<file path="config.mk">
export PLATFORM = sky130hd
export DESIGN_NAME = rv32_multicycle_core_flat
export DESIGN_NICKNAME = d
export VERILOG_FILES = /design/src/rtl/rv32_multicycle_core_if.sv /design/src/rtl/rv32_multicycle_core.sv /design/src/flat_wrapper.sv
export SDC_FILE = /design/constraint.sdc
export NUM_CORES = 2
export LEC_CHECK = 0
export CAP_MARGIN = 30
export CORE_MARGIN = 5
export CORE_UTILIZATION = 30
export DETAILED_ROUTE_END_ITERATION = 6
export SYNTH_ARGS = -nofsm -noshare
export SYNTH_HDL_FRONTEND = slang
export SYNTH_SLANG_ARGS = --single-unit
export TNS_END_PERCENT = 50
</file>
<file path="constraint.sdc">
create_clock -name clk -period 6.35 [get_ports clk]
set_clock_uncertainty 0.2 [all_clocks]
set_input_delay 1.27 -clock clk [delete_from_list [all_inputs] [get_ports clk]]
set_output_delay 1.27 -clock clk [all_outputs]
set_load 0.02 [all_outputs]
</file>
<file path="src/rtl/rv32_multicycle_core_if.sv">
// Instruction fetch port: core raises req with a stable addr; memory answers with valid plus the word.
// Latency is set by memory. The core holds req and addr until valid, so memory stalls by withholding valid.
interface rv32_multicycle_core_if;
  logic        mem_program_req;
  logic [31:0] mem_program_addr_bus;
  logic        mem_program_valid;
  logic [31:0] mem_program_data_bus;

  modport master (
    output mem_program_req,
    output mem_program_addr_bus,
    input  mem_program_valid,
    input  mem_program_data_bus
  );

  modport slave (
    input  mem_program_req,
    input  mem_program_addr_bus,
    output mem_program_valid,
    output mem_program_data_bus
  );
endinterface

</file>
<file path="src/rtl/rv32_multicycle_core.sv">
// Multicycle RV32I/RV32E integer core (no loads/stores). Each instruction takes at least 4 cycles.
// A fetch stalls in ST_FETCH until valid arrives, adding 1 cycle per wait cycle. Traps and ECALL/EBREAK park the core in ST_HALT.
module rv32_multicycle_core #(
  parameter int          NUM_REGS = 16,
  parameter logic [31:0] RESET_PC = 32'h0000_0000
) (
  input  logic                   clk,
  input  logic                   reset,
  rv32_multicycle_core_if.master mem,
  output logic                   retire,
  output logic                   halted,
  output logic                   illegal_inst
);
  localparam int AW = (NUM_REGS > 16) ? 5 : 4;
  localparam logic [6:0] OPC_OP     = 7'b0110011;
  localparam logic [6:0] OPC_OPIMM  = 7'b0010011;
  localparam logic [6:0] OPC_LUI    = 7'b0110111;
  localparam logic [6:0] OPC_AUIPC  = 7'b0010111;
  localparam logic [6:0] OPC_JAL    = 7'b1101111;
  localparam logic [6:0] OPC_JALR   = 7'b1100111;
  localparam logic [6:0] OPC_BRANCH = 7'b1100011;
  localparam logic [6:0] OPC_SYSTEM = 7'b1110011;

  typedef enum logic [4:0] {
    ST_FETCH      = 5'b00001,
    ST_DECODE     = 5'b00010,
    ST_EXECUTE    = 5'b00100,
    ST_WRITE_BACK = 5'b01000,
    ST_HALT       = 5'b10000
  } state_t;

  state_t      state, state_n;
  logic [31:0] pc, inst, op_a, op_b, imm_q, result_q, next_pc_q;
  logic [31:0] regs [NUM_REGS];
  logic        fetch_req, wb_pulse;

  logic [6:0]  opcode, f7;
  logic [4:0]  rd, rs1, rs2;
  logic [2:0]  f3;
  logic [31:0] imm_i, imm_b, imm_u, imm_j, dec_imm, rs1_val, rs2_val;
  logic        dec_legal, dec_sys;

  assign opcode = inst[6:0];
  assign rd     = inst[11:7];
  assign f3     = inst[14:12];
  assign rs1    = inst[19:15];
  assign rs2    = inst[24:20];
  assign f7     = inst[31:25];
  assign imm_i  = {{20{inst[31]}}, inst[31:20]};
  assign imm_b  = {{19{inst[31]}}, inst[31], inst[7], inst[30:25], inst[11:8], 1'b0};
  assign imm_u  = {inst[31:12], 12'b0};
  assign imm_j  = {{11{inst[31]}}, inst[31], inst[19:12], inst[20], inst[30:21], 1'b0};
  assign rs1_val = (rs1 == 5'd0) ? 32'd0 : regs[rs1[AW-1:0]];
  assign rs2_val = (rs2 == 5'd0) ? 32'd0 : regs[rs2[AW-1:0]];
  assign dec_sys = (opcode == OPC_SYSTEM);

  function automatic logic idx_ok(logic [4:0] idx);
    return int'(idx) < NUM_REGS;
  endfunction

  always_comb begin
    dec_legal = 1'b0;
    dec_imm   = imm_i;
    case (opcode)
      OPC_OP:     dec_legal = (f7 == 7'b0 || (f7 == 7'b0100000 && (f3 == 3'b000 || f3 == 3'b101)))
                              && idx_ok(rd) && idx_ok(rs1) && idx_ok(rs2);
      // shift-immediates carry funct7 in imm[11:5]; imm[5]=1 is a 64-bit shift and is rejected here
      OPC_OPIMM: begin
        dec_legal = idx_ok(rd) && idx_ok(rs1);
        if (f3 == 3'b001) dec_legal = dec_legal && (f7 == 7'b0);
        if (f3 == 3'b101) dec_legal = dec_legal && (f7 == 7'b0 || f7 == 7'b0100000);
      end
      OPC_LUI, OPC_AUIPC: begin dec_legal = idx_ok(rd); dec_imm = imm_u; end
      OPC_JAL:    begin dec_legal = idx_ok(rd); dec_imm = imm_j; end
      OPC_JALR:   dec_legal = (f3 == 3'b000) && idx_ok(rd) && idx_ok(rs1);
      OPC_BRANCH: begin
        dec_legal = (f3 != 3'b010) && (f3 != 3'b011) && idx_ok(rs1) && idx_ok(rs2);
        dec_imm   = imm_b;
      end
      default:    dec_legal = 1'b0;
    endcase
  end

  logic [31:0] alu_b, alu_out, ex_res, ex_npc;
  logic [4:0]  shamt;
  logic        br_take, ex_jump, ex_misal;

  assign alu_b = (opcode == OPC_OPIMM) ? imm_q : op_b;
  assign shamt = alu_b[4:0];

  always_comb begin
    case (f3)
      3'b000:  alu_out = (opcode == OPC_OP && inst[30]) ? op_a - alu_b : op_a + alu_b;
      3'b001:  alu_out = op_a << shamt;
      3'b010:  alu_out = {31'b0, $signed(op_a) < $signed(alu_b)};
      3'b011:  alu_out = {31'b0, op_a < alu_b};
      3'b100:  alu_out = op_a ^ alu_b;
      3'b101:  alu_out = inst[30] ? 32'($signed(op_a) >>> shamt) : op_a >> shamt;
      3'b110:  alu_out = op_a | alu_b;
      default: alu_out = op_a & alu_b;
    endcase
    case (f3)
      3'b000:  br_take = (op_a == op_b);
      3'b001:  br_take = (op_a != op_b);
      3'b100:  br_take = $signed(op_a) < $signed(op_b);
      3'b101:  br_take = $signed(op_a) >= $signed(op_b);
      3'b110:  br_take = op_a < op_b;
      3'b111:  br_take = op_a >= op_b;
      default: br_take = 1'b0;
    endcase
  end

  always_comb begin
    ex_res  = alu_out;
    ex_npc  = pc + 32'd4;
    ex_jump = 1'b0;
    case (opcode)
      OPC_LUI:    ex_res = imm_q;
      OPC_AUIPC:  ex_res = pc + imm_q;
      OPC_JAL:    begin ex_res = pc + 32'd4; ex_npc = pc + imm_q; ex_jump = 1'b1; end
      OPC_JALR:   begin ex_res = pc + 32'd4; ex_npc = (op_a + imm_q) & ~32'd1; ex_jump = 1'b1; end
      OPC_BRANCH: if (br_take) begin ex_npc = pc + imm_q; ex_jump = 1'b1; end
      default:    ;
    endcase
    ex_misal = ex_jump && ex_npc[1];
  end

  always_ff @(posedge clk) begin
    if (reset) state <= ST_FETCH;
    else       state <= state_n;
  end

  always_comb begin
    state_n   = state;
    fetch_req = 1'b0;
    wb_pulse  = 1'b0;
    case (state)
      ST_FETCH: begin
        fetch_req = 1'b1;
        if (mem.mem_program_valid) state_n = ST_DECODE;
      end
      ST_DECODE:     state_n = (dec_sys || !dec_legal) ? ST_HALT : ST_EXECUTE;
      ST_EXECUTE:    state_n = ex_misal ? ST_HALT : ST_WRITE_BACK;
      ST_WRITE_BACK: begin wb_pulse = 1'b1; state_n = ST_FETCH; end
      ST_HALT:       state_n = ST_HALT;
      default:       state_n = ST_FETCH;
    endcase
  end

  // Gated by reset so the reset cycle itself shows idle outputs whatever state it interrupts
  assign mem.mem_program_req      = fetch_req & ~reset;
  assign mem.mem_program_addr_bus = pc;
  assign retire                   = wb_pulse & ~reset;
  assign halted                   = (state == ST_HALT);

  always_ff @(posedge clk) begin
    if (reset) begin
      pc           <= RESET_PC;
      inst         <= '0;
      op_a         <= '0;
      op_b         <= '0;
      imm_q        <= '0;
      result_q     <= '0;
      next_pc_q    <= '0;
      illegal_inst <= 1'b0;
      for (int i = 0; i < NUM_REGS; i++) regs[i] <= '0;
    end else begin
      case (state)
        ST_FETCH: if (mem.mem_program_valid) inst <= mem.mem_program_data_bus;
        ST_DECODE: begin
          op_a  <= rs1_val;
          op_b  <= rs2_val;
          imm_q <= dec_imm;
          if (!dec_sys && !dec_legal) illegal_inst <= 1'b1;
        end
        ST_EXECUTE: begin
          result_q  <= ex_res;
          next_pc_q <= ex_npc;
          if (ex_misal) illegal_inst <= 1'b1;
        end
        ST_WRITE_BACK: begin
          if (opcode != OPC_BRANCH && rd != 5'd0) regs[rd[AW-1:0]] <= result_q;
          pc <= next_pc_q;
        end
        default: ;
      endcase
    end
  end
endmodule
</file>
<file path="src/flat_wrapper.sv">
// flat-port wrapper written by rule: the top's interface ports become plain ports
module rv32_multicycle_core_flat 
#(
  parameter int          NUM_REGS = 16,
  parameter logic [31:0] RESET_PC = 32'h0000_0000
)
  (clk, reset, retire, halted, illegal_inst, mem_mem_program_req, mem_mem_program_addr_bus, mem_mem_program_valid, mem_mem_program_data_bus);
  rv32_multicycle_core_if mem_i ();
  input  logic clk;
  input  logic reset;
  output logic retire;
  output logic halted;
  output logic illegal_inst;
  output wire logic [$bits(mem_i.mem_program_req)-1:0] mem_mem_program_req;
  output wire logic [$bits(mem_i.mem_program_addr_bus)-1:0] mem_mem_program_addr_bus;
  input wire logic [$bits(mem_i.mem_program_valid)-1:0] mem_mem_program_valid;
  input wire logic [$bits(mem_i.mem_program_data_bus)-1:0] mem_mem_program_data_bus;
  assign mem_mem_program_req = mem_i.mem_program_req;
  assign mem_mem_program_addr_bus = mem_i.mem_program_addr_bus;
  assign mem_i.mem_program_valid = mem_mem_program_valid;
  assign mem_i.mem_program_data_bus = mem_mem_program_data_bus;
  rv32_multicycle_core #(.NUM_REGS(NUM_REGS), .RESET_PC(RESET_PC)) u_core (.clk(clk), .reset(reset), .mem(mem_i), .retire(retire), .halted(halted), .illegal_inst(illegal_inst));
endmodule
</file>
==> flow_summary.toml <==
[outcome]
status = "completed"

[worst_hold_path]
hold-path-cell-count = 2
hold_class = "flip-flop to flip-flop"
worst_hold_path.endpoint = "u_core.mem.mem_program_addr_bus[2]"
hp-start = "u_core.next_pc_q[2]"

[synthesis]
synth_flop_cell = "edfxtp_1"
yosys.area.top_type = "edfxtp_1"
synth_edf_count = 512
synth.avg_cell_area_um2 = 10.40
netlist.area_leader.share_pct = 30.38
syn-num-nets = 5095
synthTopCellsByArea = "edfxtp_1 30%, mux4_2 15%, dfxtp_1 9.4%"
ys_seq_area_share_pct = 39.79
yosys_warnings = 0
ys_ff_latch = 750
netlist_area_mm2 = 0.05062
async_flop_share_pct = 0
synth_cells = 4865
ys_types = 108

[critical_path]
rr_worst_depth = 18
cp_num_buf_inv = 5
r2r_end = "u_core.result_q[30]"
cp_common_cell = "buf_4"
worst-setup-path-type = "flip-flop to flip-flop"
r2r_slack_ps = 840
max_stage_delay_ps = 560
cp.arrival_ps = 5930
crit_family = "compound AO/OA/AOI/OAI gates"
end_kind = "flip-flop"
slowest_stage = "or4_1"
worstPathRequired_ps = 6770
path_max_fanout = 29
startpoint_type = "flip-flop"
path_cells = "nor3b_2, buf_4, nand2_4, buf_4, mux2_2, inv_1, ha_1, inv_1, or4_1, o2bb2ai_1, a2111oi_0, buf_4, o41a_1, o31a_1, a311oi_2, xor2_1, nand2_1, a311oi_1"
r2r_start = "u_core.inst[6]"

[cts]
post_cts_buffers = 0
cts_tree = "yes"
cts_buffers = 84
clock_latency_ps = 730
cts_sinks = 750
htree_num_levels = 3
ctsResizeCount = 0
cts-root-buf = "clkbuf_16"
cts_hold_buffers = 0
clk_path_buf_depth = 3
path_clk_slew_ps = 60

[sta]
tns_ps = 0
hold_viol_final = 0
slew_headroom_pct = 27.73
tightest_slew_ps = 1084
fin_crit_ps = 5510
slew_viol_final = 0
max_freq_mhz = 181.5
timing.final.crit_share_pct = 86.76
setup_violations = 0
finalWorstSetupSlack_ps = 840.5
rsz0062_at_grt = "no"

[floorplanning]
rows = 150
core-area_mm2 = 0.1674
die_width_um = 420.8
io_pins = 71
start_util_pct = 30.23
dieArea_mm2 = 0.1770
fp.dieH_um = 420.8

[route]
drtIter0Drc = 5951
drcViolationCount = 0
via_count = 42880
drtAntennaViolNets = 0
drt-met1-wl_mm = 85.98
route.met2.wl_mm = 97.34
drt_pass1_iterations = 6
via_per_inst = 6.063
routedWlPerCell_um = 31.03
wl_met3_mm = 23.65
dr.max_layer_used = "met5"
routed_wirelength_mm = 219.4

[placement]
place_ws_ps = 895.6
routabilityCongestion = 1.054
place_area_mm2 = 0.05403
port_buffers = 70
hpwl_mm = 152.1

[cells_and_area]
utilization_pct = 33.86
final_common_cell = "edfxtp_1"
stdcell_area_mm2 = 0.05668
fin_nets = 5027
drive_gt1_share_pct = 15.55
fillCellCount = 16790
area_growth_pct = 11.98
layout_common_cells = "512 x edfxtp_1, 510 x and2_1, 383 x nor2_1"

[global_route]
grt.total_usage_pct = 24.17
grt_overflow = 0
grt_max_degree = 83
grt_pass1_vias = 41180
antenna_found_initial = 21
grt_first_pass_wirelength_mm = 309.5

[pwr]
power_w = 0.01173
switching_share_pct = 27.20
p_clk_share_pct = 40.7
power_leakage_nw = 19.75
power.net_switching_w = 0.003189
seqPwrFrac_pct = 47.0
power.share.combinational_pct = 12.3
ir_worst_vdd_mv = 0.2103
internal-power_w = 0.008538
p_per_area_mw_per_mm2 = 206.9

[run]
max_cap_viol_count = 0
## power by group through the flow
stage / Combinational, W / Sequential [W] / Clock [W]
finish: 0.00145 / 0.00551 / 0.00478
global route: 0.00150 / 0.00552 / 0.00502
CTS: 0.00142 / 0.00550 / 0.00482
detailed placement: 0.00141 / 0.00561 / 0
global placement: 0.00141 / 0.00559 / 0
floorplan: 0.000935 / 0.00551 / 0
## logic make-up (layout without fill, tap and decap cells)
| group | Yosys count | in the layout | share of synthesized area (%) |
|---|---|---|---|
| compound gates | 1134 | 1134 | 14.99 |
| xor+xnor | 100 | 100 | 1.730 |
| fa+ha+maj | 195 | 195 | 4.880 |
| buf+inv | 541 | 537 | 4.212 |
| flops | 750 | 750 | 39.79 |
| mux | 462 | 462 | 17.64 |
| other cells | 0 | 6 | 0 |
| simple gates | 1683 | 1683 | 16.75 |
## worst max path at each step
stage	start	depth (start not counted)	to	slack (ps)
2_1_floorplan	u_core.inst[6]	21	u_core.result_q[30]	1300
3_3_place_gp	u_core.inst[6]	18	u_core.result_q[30]	880
3_5_place_dp	u_core.inst[6]	18	u_core.result_q[30]	900
4_1_cts	u_core.inst[6]	18	u_core.result_q[30]	930
5_1_grt	u_core.inst[6]	18	u_core.result_q[30]	610
6_report	u_core.inst[6]	18	u_core.result_q[30]	840
## synth_stat cells, types with 22 or more instances
cell type  instances
inv_1            143
clkbuf_1         301
mux4_2           338
a311oi_1          25
or2_2             26
xor2_1            35
nand2_1          360
buf_1             38
xnor2_1           65
ha_1             191
nor2_1           401
a22oi_1           82
nand4_1           22
and2_1           510
edfxtp_1         512
dfxtp_1          238
a21oi_1          313
and3_1            28
a211oi_1         100
mux2i_1           81
a21o_1            34
nand3_1           98
o21ai_1           26
nor4_1            25
buf_2             37
a21boi_0          27
a221oi_1          52
a31oi_1           46
o21ai_0          157
o211ai_1          32
o21a_1            22
mux2_2            39
nor3_1           118
## layout make-up
type	count	area, µm²	share of cell area (%)
repair buffers	233	2021	3.565
well taps	2204	2758	4.865
multi-input cells	3574	28540	50.35
diodes	6	15.01	0.02649
clock inverters	43	357.8	0.6313
flip-flops and latches	750	20160	35.57
inverters	154	580.6	1.024
clock buffers	107	2250	3.969
## sequential cells by signal, summed over array words and instances, names as in the netlist, named ones only
name and count:
u_core.result_q 32, u_core.op_a 32, u_core.inst 32, u_core.imm_q 32
u_core.state 5, u_core.op_b 32, u_core.mem.mem_program_addr_bus 32, u_core.next_pc_q 32
u_core.illegal_inst 1, u_core.regs 512
## metal layers
layer | vias up | GRT usage, %
met3 | 542 | 5.661
met1 | 21540 | 31.75
met5 | - | 0
li1 | 18190 | -
met4 | 8 | 11.69
met2 | 2596 | 37.62
## through the flow
step	hold slack, ps	std cells
floorplan	224.9	4865
global placement	239.3	6910
global route	236.3	7066
CTS	216.2	7063
detailed placement	242.6	6913
finish	221.0	7071
## worst reg2reg max path, stage by stage, from the launching register on
cell and delay, ps:
dfxtp_1 540, nor3b_2 80, buf_4 200, nand2_4 380, buf_4 410, mux2_2 400
inv_1 80, ha_1 420, inv_1 230, or4_1 560, o2bb2ai_1 150, a2111oi_0 80
buf_4 210, o41a_1 470, o31a_1 310, a311oi_2 220, xor2_1 170, nand2_1 70
a311oi_1 270
Note: power is estimated with default switching activity, not from simulation.
